$ cat src/rtl/risc_host_pkg.sv
// Shared types and constants for the my_risc host-side loader.
package risc_host_pkg;

   localparam int unsigned ADDR_W_DEF = 7;
   localparam int unsigned DATA_W_DEF = 16;

   // cpu_wrb encoding
   localparam logic WR = 1'b0;
   localparam logic RD = 1'b1;

   typedef logic [2:0] state_t;

   localparam state_t ST_IDLE    = 3'd0;
   localparam state_t ST_START   = 3'd1;
   localparam state_t ST_RUN     = 3'd2;
   localparam state_t ST_RD_REQ  = 3'd3;
   localparam state_t ST_RD_WAIT = 3'd4;
   localparam state_t ST_RD_OUT  = 3'd5;

endpackage

$ cat src/rtl/risc_host_loader_run_timer.sv
// Run-cycle counter: clears on START, counts RUN cycles with saturation, flags TIMEOUT.
module run_timer #(
   parameter int unsigned CYC_W   = 16,
   parameter int unsigned TIMEOUT = 4096
) (
   input  logic             clk,
   input  logic             reset,
   input  logic             clr,
   input  logic             en,
   output logic [CYC_W-1:0] cycles,
   output logic             timeout_c
);

   localparam int unsigned LIMIT = TIMEOUT - 1;

   // Fires in the RUN cycle whose increment brings the count to TIMEOUT
   assign timeout_c = en && (32'(cycles) == LIMIT);

   always_ff @(posedge clk) begin
      if (reset) begin
         cycles <= '0;
      end else if (clr) begin
         cycles <= '0;
      end else if (en && (cycles != '1)) begin
         cycles <= cycles + CYC_W'(1);
      end
   end

endmodule

$ cat src/rtl/risc_host_loader.sv
// Host sequencer for my_risc: streams a program into memory, starts the core,
// waits for done (with timeout), then streams back a window of result words.
module risc_host_loader
   import risc_host_pkg::*;
#(
   parameter int unsigned ADDR_W   = ADDR_W_DEF,
   parameter int unsigned DATA_W   = DATA_W_DEF,
   parameter int unsigned READ_LAT = 1,
   parameter int unsigned TIMEOUT  = 4096,
   parameter int unsigned CYC_W    = 16
) (
   input  logic              Iclk,
   input  logic              Ireset,
   input  logic              s_valid,
   output logic              s_ready,
   input  logic [ADDR_W-1:0] s_addr,
   input  logic [DATA_W-1:0] s_data,
   input  logic              run_req,
   input  logic [ADDR_W-1:0] res_base,
   input  logic [ADDR_W:0]   res_cnt,
   output logic              m_valid,
   input  logic              m_ready,
   output logic [DATA_W-1:0] m_data,
   output logic              m_last,
   output logic              cpu_access,
   output logic              cpu_wrb,
   output logic              cpu_start,
   output logic [ADDR_W-1:0] cpu_addr,
   output logic [DATA_W-1:0] cpu_wdata,
   input  logic [DATA_W-1:0] cpu_rdata,
   input  logic              cpu_done,
   output logic              busy,
   output logic              timeout_flag,
   output logic [CYC_W-1:0]  cycles
);

   localparam int unsigned CNT_W = ADDR_W + 1;
   localparam int unsigned LAT_W = (READ_LAT > 1) ? $clog2(READ_LAT) : 1;

   state_t             state, state_d;
   logic [CNT_W-1:0]   idx, idx_d;
   logic [LAT_W-1:0]   lat, lat_d;
   logic               access_d, wrb_d, start_d, s_ready_d, busy_d, tflag_d;
   logic               m_valid_d, m_last_d;
   logic [ADDR_W-1:0]  addr_d;
   logic [DATA_W-1:0]  wdata_d, m_data_d;
   logic               tmr_clr_c, tmr_en_c, tmr_timeout_c;

   run_timer #(
      .CYC_W   (CYC_W),
      .TIMEOUT (TIMEOUT)
   ) u_run_timer (
      .clk       (Iclk),
      .reset     (Ireset),
      .clr       (tmr_clr_c),
      .en        (tmr_en_c),
      .cycles    (cycles),
      .timeout_c (tmr_timeout_c)
   );

   // Next-state and next-output logic; every output is registered below
   always_comb begin
      state_d   = state;
      idx_d     = idx;
      lat_d     = lat;
      access_d  = cpu_access;
      wrb_d     = RD;
      start_d   = 1'b0;
      addr_d    = cpu_addr;
      wdata_d   = cpu_wdata;
      s_ready_d = 1'b0;
      m_valid_d = m_valid;
      m_last_d  = m_last;
      m_data_d  = m_data;
      tflag_d   = timeout_flag;
      tmr_clr_c = 1'b0;
      tmr_en_c  = 1'b0;

      case (state)
         ST_IDLE: begin
            access_d = 1'b1;
            if (run_req) begin
               // a beat offered alongside run_req is refused
               state_d  = ST_START;
               access_d = 1'b0;
               start_d  = 1'b1;
            end else begin
               s_ready_d = 1'b1;
               if (s_valid && s_ready) begin
                  addr_d  = s_addr;
                  wdata_d = s_data;
                  wrb_d   = WR;
               end
            end
         end
         ST_START: begin
            tmr_clr_c = 1'b1;
            tflag_d   = 1'b0;
            idx_d     = '0;
            access_d  = 1'b0;
            state_d   = ST_RUN;
         end
         ST_RUN: begin
            tmr_en_c = 1'b1;
            access_d = 1'b0;
            if (cpu_done) begin
               // address is presented during RD_REQ so the read overlaps it
               state_d  = ST_RD_REQ;
               access_d = 1'b1;
               addr_d   = res_base + idx[ADDR_W-1:0];
            end else if (tmr_timeout_c) begin
               state_d   = ST_IDLE;
               tflag_d   = 1'b1;
               access_d  = 1'b1;
               s_ready_d = ~run_req;
            end
         end
         ST_RD_REQ: begin
            if (res_cnt == '0) begin
               state_d   = ST_IDLE;
               s_ready_d = ~run_req;
            end else begin
               state_d = ST_RD_WAIT;
               lat_d   = '0;
            end
         end
         ST_RD_WAIT: begin
            if (lat == LAT_W'(READ_LAT - 1)) begin
               m_data_d  = cpu_rdata;
               m_valid_d = 1'b1;
               m_last_d  = ((idx + CNT_W'(1)) == res_cnt);
               state_d   = ST_RD_OUT;
            end else begin
               lat_d = lat + LAT_W'(1);
            end
         end
         ST_RD_OUT: begin
            if (m_ready) begin
               m_valid_d = 1'b0;
               idx_d     = idx + CNT_W'(1);
               if (m_last) begin
                  state_d   = ST_IDLE;
                  s_ready_d = ~run_req;
               end else begin
                  state_d = ST_RD_REQ;
                  addr_d  = res_base + idx[ADDR_W-1:0] + ADDR_W'(1);
               end
            end
         end
         default: begin
            state_d = ST_IDLE;
         end
      endcase

      busy_d = (state_d != ST_IDLE);
   end

   always_ff @(posedge Iclk) begin
      if (Ireset) begin
         state        <= ST_IDLE;
         idx          <= '0;
         lat          <= '0;
         cpu_access   <= 1'b1;
         cpu_wrb      <= RD;
         cpu_start    <= 1'b0;
         cpu_addr     <= '0;
         cpu_wdata    <= '0;
         s_ready      <= 1'b0;
         m_valid      <= 1'b0;
         m_last       <= 1'b0;
         m_data       <= '0;
         busy         <= 1'b0;
         timeout_flag <= 1'b0;
      end else begin
         state        <= state_d;
         idx          <= idx_d;
         lat          <= lat_d;
         cpu_access   <= access_d;
         cpu_wrb      <= wrb_d;
         cpu_start    <= start_d;
         cpu_addr     <= addr_d;
         cpu_wdata    <= wdata_d;
         s_ready      <= s_ready_d;
         m_valid      <= m_valid_d;
         m_last       <= m_last_d;
         m_data       <= m_data_d;
         busy         <= busy_d;
         timeout_flag <= tflag_d;
      end
   end

endmodule

$ cat config.mk
export PLATFORM = sky130hd
export DESIGN_NAME = risc_host_loader
export DESIGN_NICKNAME = d
export VERILOG_FILES = /design/src/rtl/risc_host_pkg.sv /design/src/rtl/risc_host_loader_run_timer.sv /design/src/rtl/risc_host_loader.sv
export SDC_FILE = /design/constraint.sdc
export NUM_CORES = 1
export LEC_CHECK = 0
export ABC_AREA = 1
export CORE_UTILIZATION = 45
export DETAILED_ROUTE_END_ITERATION = 7
export GPL_TIMING_DRIVEN = 0
export HOLD_SLACK_MARGIN = 0.15
export PLACE_DENSITY = 0.88
export SLEW_MARGIN = 10
export SYNTH_ARGS = -nofsm -noshare
export SYNTH_HDL_FRONTEND = slang
export SYNTH_SLANG_ARGS = --single-unit
$ cat constraint.sdc
create_clock -name Iclk -period 2.7 [get_ports Iclk]
set_input_delay 0.81 -clock Iclk [delete_from_list [all_inputs] [get_ports Iclk]]
set_output_delay 0.81 -clock Iclk [all_outputs]
set_load 0.01 [all_outputs]
# After elaboration in Yosys (flattened, before gate mapping)

Index checks and enable logic that the tools add are counted.

Input port bits: 60
Word-level logic and storage cells: 101
Bits in registers: 75

$add $sub $neg: 5
Equality and inequality tests: 17
Bitwise logic cells: 3
Muxes and demuxes: 39
Reduce and logical (&&, ||, !) cells: 22

Operator list:

| cell                    | number |
|---|---|
| $mux W7                 | 5 |
| $pmux W7 S3             | 1 |
| $mux W1                 | 18 |
| $mux W3                 | 6 |
| $ne A2 B2 Y1 const B    | 9 |
| $pmux W3 S6             | 1 |
| $add A16 B1 Y16 const B | 1 |
| $eq A16 B12 Y1 const B  | 1 |
| $ne A16 B16 Y1 const B  | 1 |
| $pmux W8 S2             | 1 |
| $reduce_and A3 Y1       | 3 |
| $reduce_bool A3 Y1      | 3 |
| $add A8 B1 Y8 const B   | 1 |
| $eq A8 B8 Y1            | 1 |
| $logic_not A8 Y1        | 1 |
| $mux W8                 | 1 |
| $reduce_bool A2 Y1      | 4 |
| $add A7 B1 Y7 const B   | 1 |
| $add A7 B7 Y7           | 1 |
| $eq A3 B2 Y1 const B    | 2 |
| $eq A3 B3 Y1 const B    | 2 |
| $pmux W1 S2             | 3 |
| $reduce_and A2 Y1       | 3 |
| $reduce_and A6 Y1       | 1 |
| other kinds (10)        | 15 |

# Longest topological paths before layout

Depth in word-level cells: 7
Gate-level depth with buffers: 13

# Hierarchy

A second synthesis with hierarchy kept.

Cell total of the unflattened synthesis: 598
Area, all modules: 3,983.8 um2

By module, submodules not included:

| module           | area an instance (um2) | instances | sequential area each (um2) | cells an instance |
|---|---|---|---|---|
| risc_host_loader | 3,076.7                | 1         | 1,161.1                    | 453 |
| run_timer        | 907.1                  | 1         | 320.3                      | 145 |

# Worst setup path before layout

OpenSTA, ideal clock, no wires.

Kind: input to register
From: input port res_base[0]
To: register cpu_addr[6]
Cell stages on the path: 13
Setup slack: 319 ps
Data required time: 2,630 ps
Setup time: 70 ps
Arrival: 2,311 ps
Path buffers: 0
Cells stage by stage: ha_1 -> inv_1 -> fa_1 -> inv_1 -> ha_1 -> inv_1 -> nor2_1 -> nand3_1 -> nor2_1 -> nand2_1 -> nand2_1 -> nand3_1 -> a21oi_1

Cells in the longest elaborated chain, start to end: 5
Elaborated cells on any way between the ends: 6

RTL lines:

| what                   | line                                             | source |
|---|---|---|
| start: declaration     | risc_host_loader.sv:19                           | `input logic [ADDR_W-1:0] res_base,` |
| $add A7 B7 Y7 (*)      | risc_host_loader.sv:110, risc_host_loader.sv:146 |  |
| $add A7 B1 Y7          | risc_host_loader.sv:146                          | `addr_d = res_base + idx[ADDR_W-1:0] + ADDR_W'(1);` |
| $mux W7                | risc_host_loader.sv:141                          | `if (m_last) begin` |
| $mux W7                | risc_host_loader.sv:138                          | `if (m_ready) begin` |
| $pmux W7 S3 (*)        | risc_host_loader.sv:79                           | `case (state)` |
| end signal: assignment | risc_host_loader.sv:181                          | `cpu_addr <= addr_d;` |
| end: declaration       | risc_host_loader.sv:28                           | `output logic [ADDR_W-1:0] cpu_addr,` |

Mark *: on every way between the ends. The rest lies on a longest branch, timed or not. The select of a mux whose other input is x is not followed.
A chain may end at the register's enable or synchronous reset.

# Worst setup path in the final report

From: input port res_base[1]
To: register cpu_addr[6]

The elaborated chain is that of the path after synthesis.

==> impl_results.rst <==
.. list-table::
   :header-rows: 1

   * - Metric
     - Value
   * - Syn-to-layout area delta
     - 42.0%
   * - Flip-flop and latch count after synthesis
     - 74
   * - Ranking of synthesized cells by instance count
     - nand2_1, nor2_1, dfxtp_1
   * - Max-Cap Viols
     - 0
   * - Path category of the worst min-delay check
     - register to register
   * - Initial core utilization
     - 46.8%
   * - Number of hold buffers added after cts
     - 0
   * - Number of top-level pins
     - 123
   * - Post-Synthesis Mean Instance Area
     - 6.72 um2
   * - Unrepaired setup endpoints after global routing
     - no
   * - Fraction of post-synthesis cell area in the top cell type by area
     - 38.2%
   * - Count of vias placed by the detailed router
     - 4,285
   * - Clock transition time at the flip-flop clock pins of the worst setup and hold paths
     - 80 ps
   * - Root buffer selected by CTS
     - clkbuf_8
   * - Ranking of synthesized cells by area
     - dfxtp_1, nand2_1, nor2_1, o21ai_0, inv_1
   * - Max-Slew Margin vs Limit
     - 65.9%
   * - Worst voltage drop across the vdd grid
     - 413 uV
   * - Placed cell count
     - 804
   * - Final worst-path cycle share
     - 94.0%
   * - Wire per inst
     - 13.5 um
   * - Number of hold violations in the final report
     - 0
   * - Required time at the worst-slack endpoint
     - 2980 ps
   * - Total DRC errors in the routed layout
     - 0
   * - Final worst path period need
     - 2540 ps
   * - Cell with the most instances after synthesis
     - nand2_1
   * - Post-synthesis async set-or-reset flop share
     - 0%
   * - Maximum clock insertion buffer count
     - 2
   * - X dimension of the die
     - 94.9 um
   * - Clock H-tree levels
     - 3
   * - Global-route wire length before repair
     - 17,600 um
   * - Register Area
     - 0.00148 mm2
   * - Number of nets with antenna violations after routing
     - 0
   * - Leakage power total
     - 2.24 nW
   * - Antenna diode count
     - 0
   * - Post-layout worst setup margin
     - 161 ps
   * - Number of antenna violations at the first check in global routing
     - 0
   * - Number of nets in the final layout
     - 781
   * - Final standard cell count with taps included and fillers excluded
     - 821
   * - Total grt overflow
     - 0
   * - Floorplan die height
     - 94.9 um
   * - Arrival time at the worst endpoint
     - 2820 ps
   * - Post-Route Hold Slack
     - 468 ps
   * - Critical path class
     - primary input to register
   * - Share of power burned in the clock network
     - 36.5%
   * - Area enclosed by the die boundary
     - 0.00900 mm2
   * - Pwr Total
     - 2.66 mW
   * - Count of flip-flops with a built-in enable after synthesis
     - 0
   * - Status
     - completed
   * - Nets in the synthesized netlist
     - 647
   * - Cell count after synthesis
     - 577
   * - Worst slack at placement
     - -317 ps
   * - Number of distinct library cells after synthesis
     - 37
   * - Power density cells
     - 482 mW/mm2
   * - Clock sink total
     - 74
   * - Highest achievable clock rate
     - 0.394 GHz
   * - Maximum number of pins on one net before global-route repair
     - 13
   * - Routability congestion estimate
     - 0.935
   * - Internal power consumption
     - 1.96 mW
   * - Critical Path Start Type
     - primary input
   * - Worst-margin pin slew
     - 512 ps
   * - Sequential element share of the synthesized area
     - 38.2%
   * - Switching pwr
     - 0.701 mW
   * - Total of warnings raised by yosys
     - 0
   * - Port Buffers
     - 122
   * - Area of the core
     - 0.00830 mm2
   * - Via count of the first global-routing pass
     - 4,037
   * - Layout cell share with drive strength beyond 1
     - 6.98%
   * - Number of slew-limit violations in the final report
     - 0
   * - Area taken by multi-input logic gates
     - 0.00214 mm2
   * - Element type at the critical path end
     - register
   * - Aggregate global-route resource usage
     - 25.0%
   * - Number of buffers added by the clock tree synthesis step
     - 9
   * - Number of vias per cell
     - 5.22
   * - Proportion of power drawn by flip-flops and latches
     - 44.3%
   * - Wirelength, routed
     - 11,000 um
   * - Clock tree from TritonCTS
     - done
   * - Worst-case clock skew
     - 9.95 ps
   * - Switching fraction of total power
     - 26.4%
   * - Fillers
     - 703
   * - Commonest register cell after synthesis
     - dfxtp_1
   * - Number of iterations in the first detailed-routing pass
     - 5
   * - Netlist Area Pre-Place
     - 0.00388 mm2
   * - Largest fanout on the critical path
     - 3
   * - Gate power share
     - 19.2%
   * - Post-detailed-placement half-perimeter wirelength
     - 8500 um
   * - Count of final setup violators
     - 0
   * - Largest area contributor in the netlist
     - dfxtp_1
   * - Detailed Route Iter0 Violations
     - 235
   * - Clock network latency to the later pin of the worst-skew pair
     - 340 ps
   * - Rows
     - 33
==> placed cells by master (no fill, tap or decap), types with 2 or more instances in the layout <==
cell,n
clkdlybuf4s50_1,121
nand2_1,114
nor2_1,95
dfxtp_1,74
inv_1,56
o21ai_0,46
a21oi_1,38
nand3_1,36
nor3_1,26
clkbuf_1,11
clkbuf_8,11
o21ai_1,9
xor2_1,8
inv_2,7
ha_1,7
nand2_2,5
nor2_2,5
nand4_1,5
nor2_4,4
nand3b_1,3
nor3_4,2
inv_4,2
o21bai_1,2
a21oi_2,2
a221oi_1,2
and3_1,2
o211ai_1,2
bufinv_16,2
==> cells by family (layout without fill, tap and decap cells) <==
group	Yosys count	count (layout)	share of synthesized area (%)
simple gates	303	303	34.6
compound gates	104	104	14.2
buf+inv	77	216	7.64
flops	74	74	38.2
fa+ha+maj	10	10	3.42
xor+xnor	9	9	2.03
==> per-stage QoR <==
step	setup TNS (ps)	utilization [%]	cell area, um2
after global placement	-718	63.0	5230
after floorplan	0	-	3880
final	0	66.4	5510
after CTS	0	65.8	5460
after detailed placement	-981	63.0	5230
after global routing	0	66.4	5510
==> worst max-delay path, stage by stage <==
cell	delay, ps
clkdlybuf4s50_1	480
inv_1	60
fa_1	500
inv_2	100
ha_4	130
inv_2	40
nor2_4	100
nand3_2	110
nor2_2	160
nand2_1	70
nand2_1	50
nand3_1	60
a21oi_1	140
==> worst paths after layout <==
check	cells after the start	end	slack, ps	startpoint
worst min register to register	2	timeout_flag$_SDFFE_PP0P_	470	timeout_flag$_SDFFE_PP0P_
worst max register to register	13	cpu_addr[6]$_SDFFE_PP0P_	460	idx[0]$_SDFFE_PP0P_
worst max-delay path	13	cpu_addr[6]$_SDFFE_PP0P_	160	res_base[1]
worst min-delay path	2	timeout_flag$_SDFFE_PP0P_	470	timeout_flag$_SDFFE_PP0P_
==> repair_timing <==
| action | 4_1_cts | 5_1_grt |
|---|---|---|
| endpoints found under the setup margin | 0 | 2 |
| setup buffers | 0 | 1 |
| gates resized for setup | 0 | 14 |
==> power groups by stage <==
stage          Sequential, mW  Combinational (mW)  Clock [mW]
6_report                 1.18               0.509       0.971
5_1_grt                  1.18               0.558        1.04
4_1_cts                  1.18               0.499       0.994
3_5_place_dp             1.20               0.496           0
3_3_place_gp             1.20               0.485           0
2_1_floorplan            1.22               0.227           0
==> state kept, by name, indices dropped and copies added, names as in the netlist <==
signal / flops
m_valid: 1
busy: 1
m_data: 16
state: 3
idx: 8
cpu_addr: 7
m_last: 1
cpu_wdata: 16
timeout_flag: 1
cpu_start: 1
s_ready: 1
cpu_wrb: 1
cpu_access: 1
u_run_timer.cycles: 16
==> layout make-up <==
cell class                      count  area share, %
Clock buffer                       12           2.82
Buffer                             12          0.863
Inverter                           65           4.52
Clock inverter                      4           1.34
Sequential cell                    74           26.9
Tap cell                          105           2.39
Multi-Input combinational cell    426           38.8
Timing Repair Buffer              123           22.4
==> routing by layer <==
| metal | global-route usage (%) | share of wire [%] | vias up |
|---|---|---|---|
| li1 | - | - | 2154 |
| met1 | 29.9 | 42 | 1929 |
| met2 | 42.0 | 48 | 173 |
| met3 | 6.60 | 7.1 | 29 |
| met4 | 10.6 | 2.6 | 0 |
| met5 | 0 | 0 | - |
(Power assumes the default switching activity.)
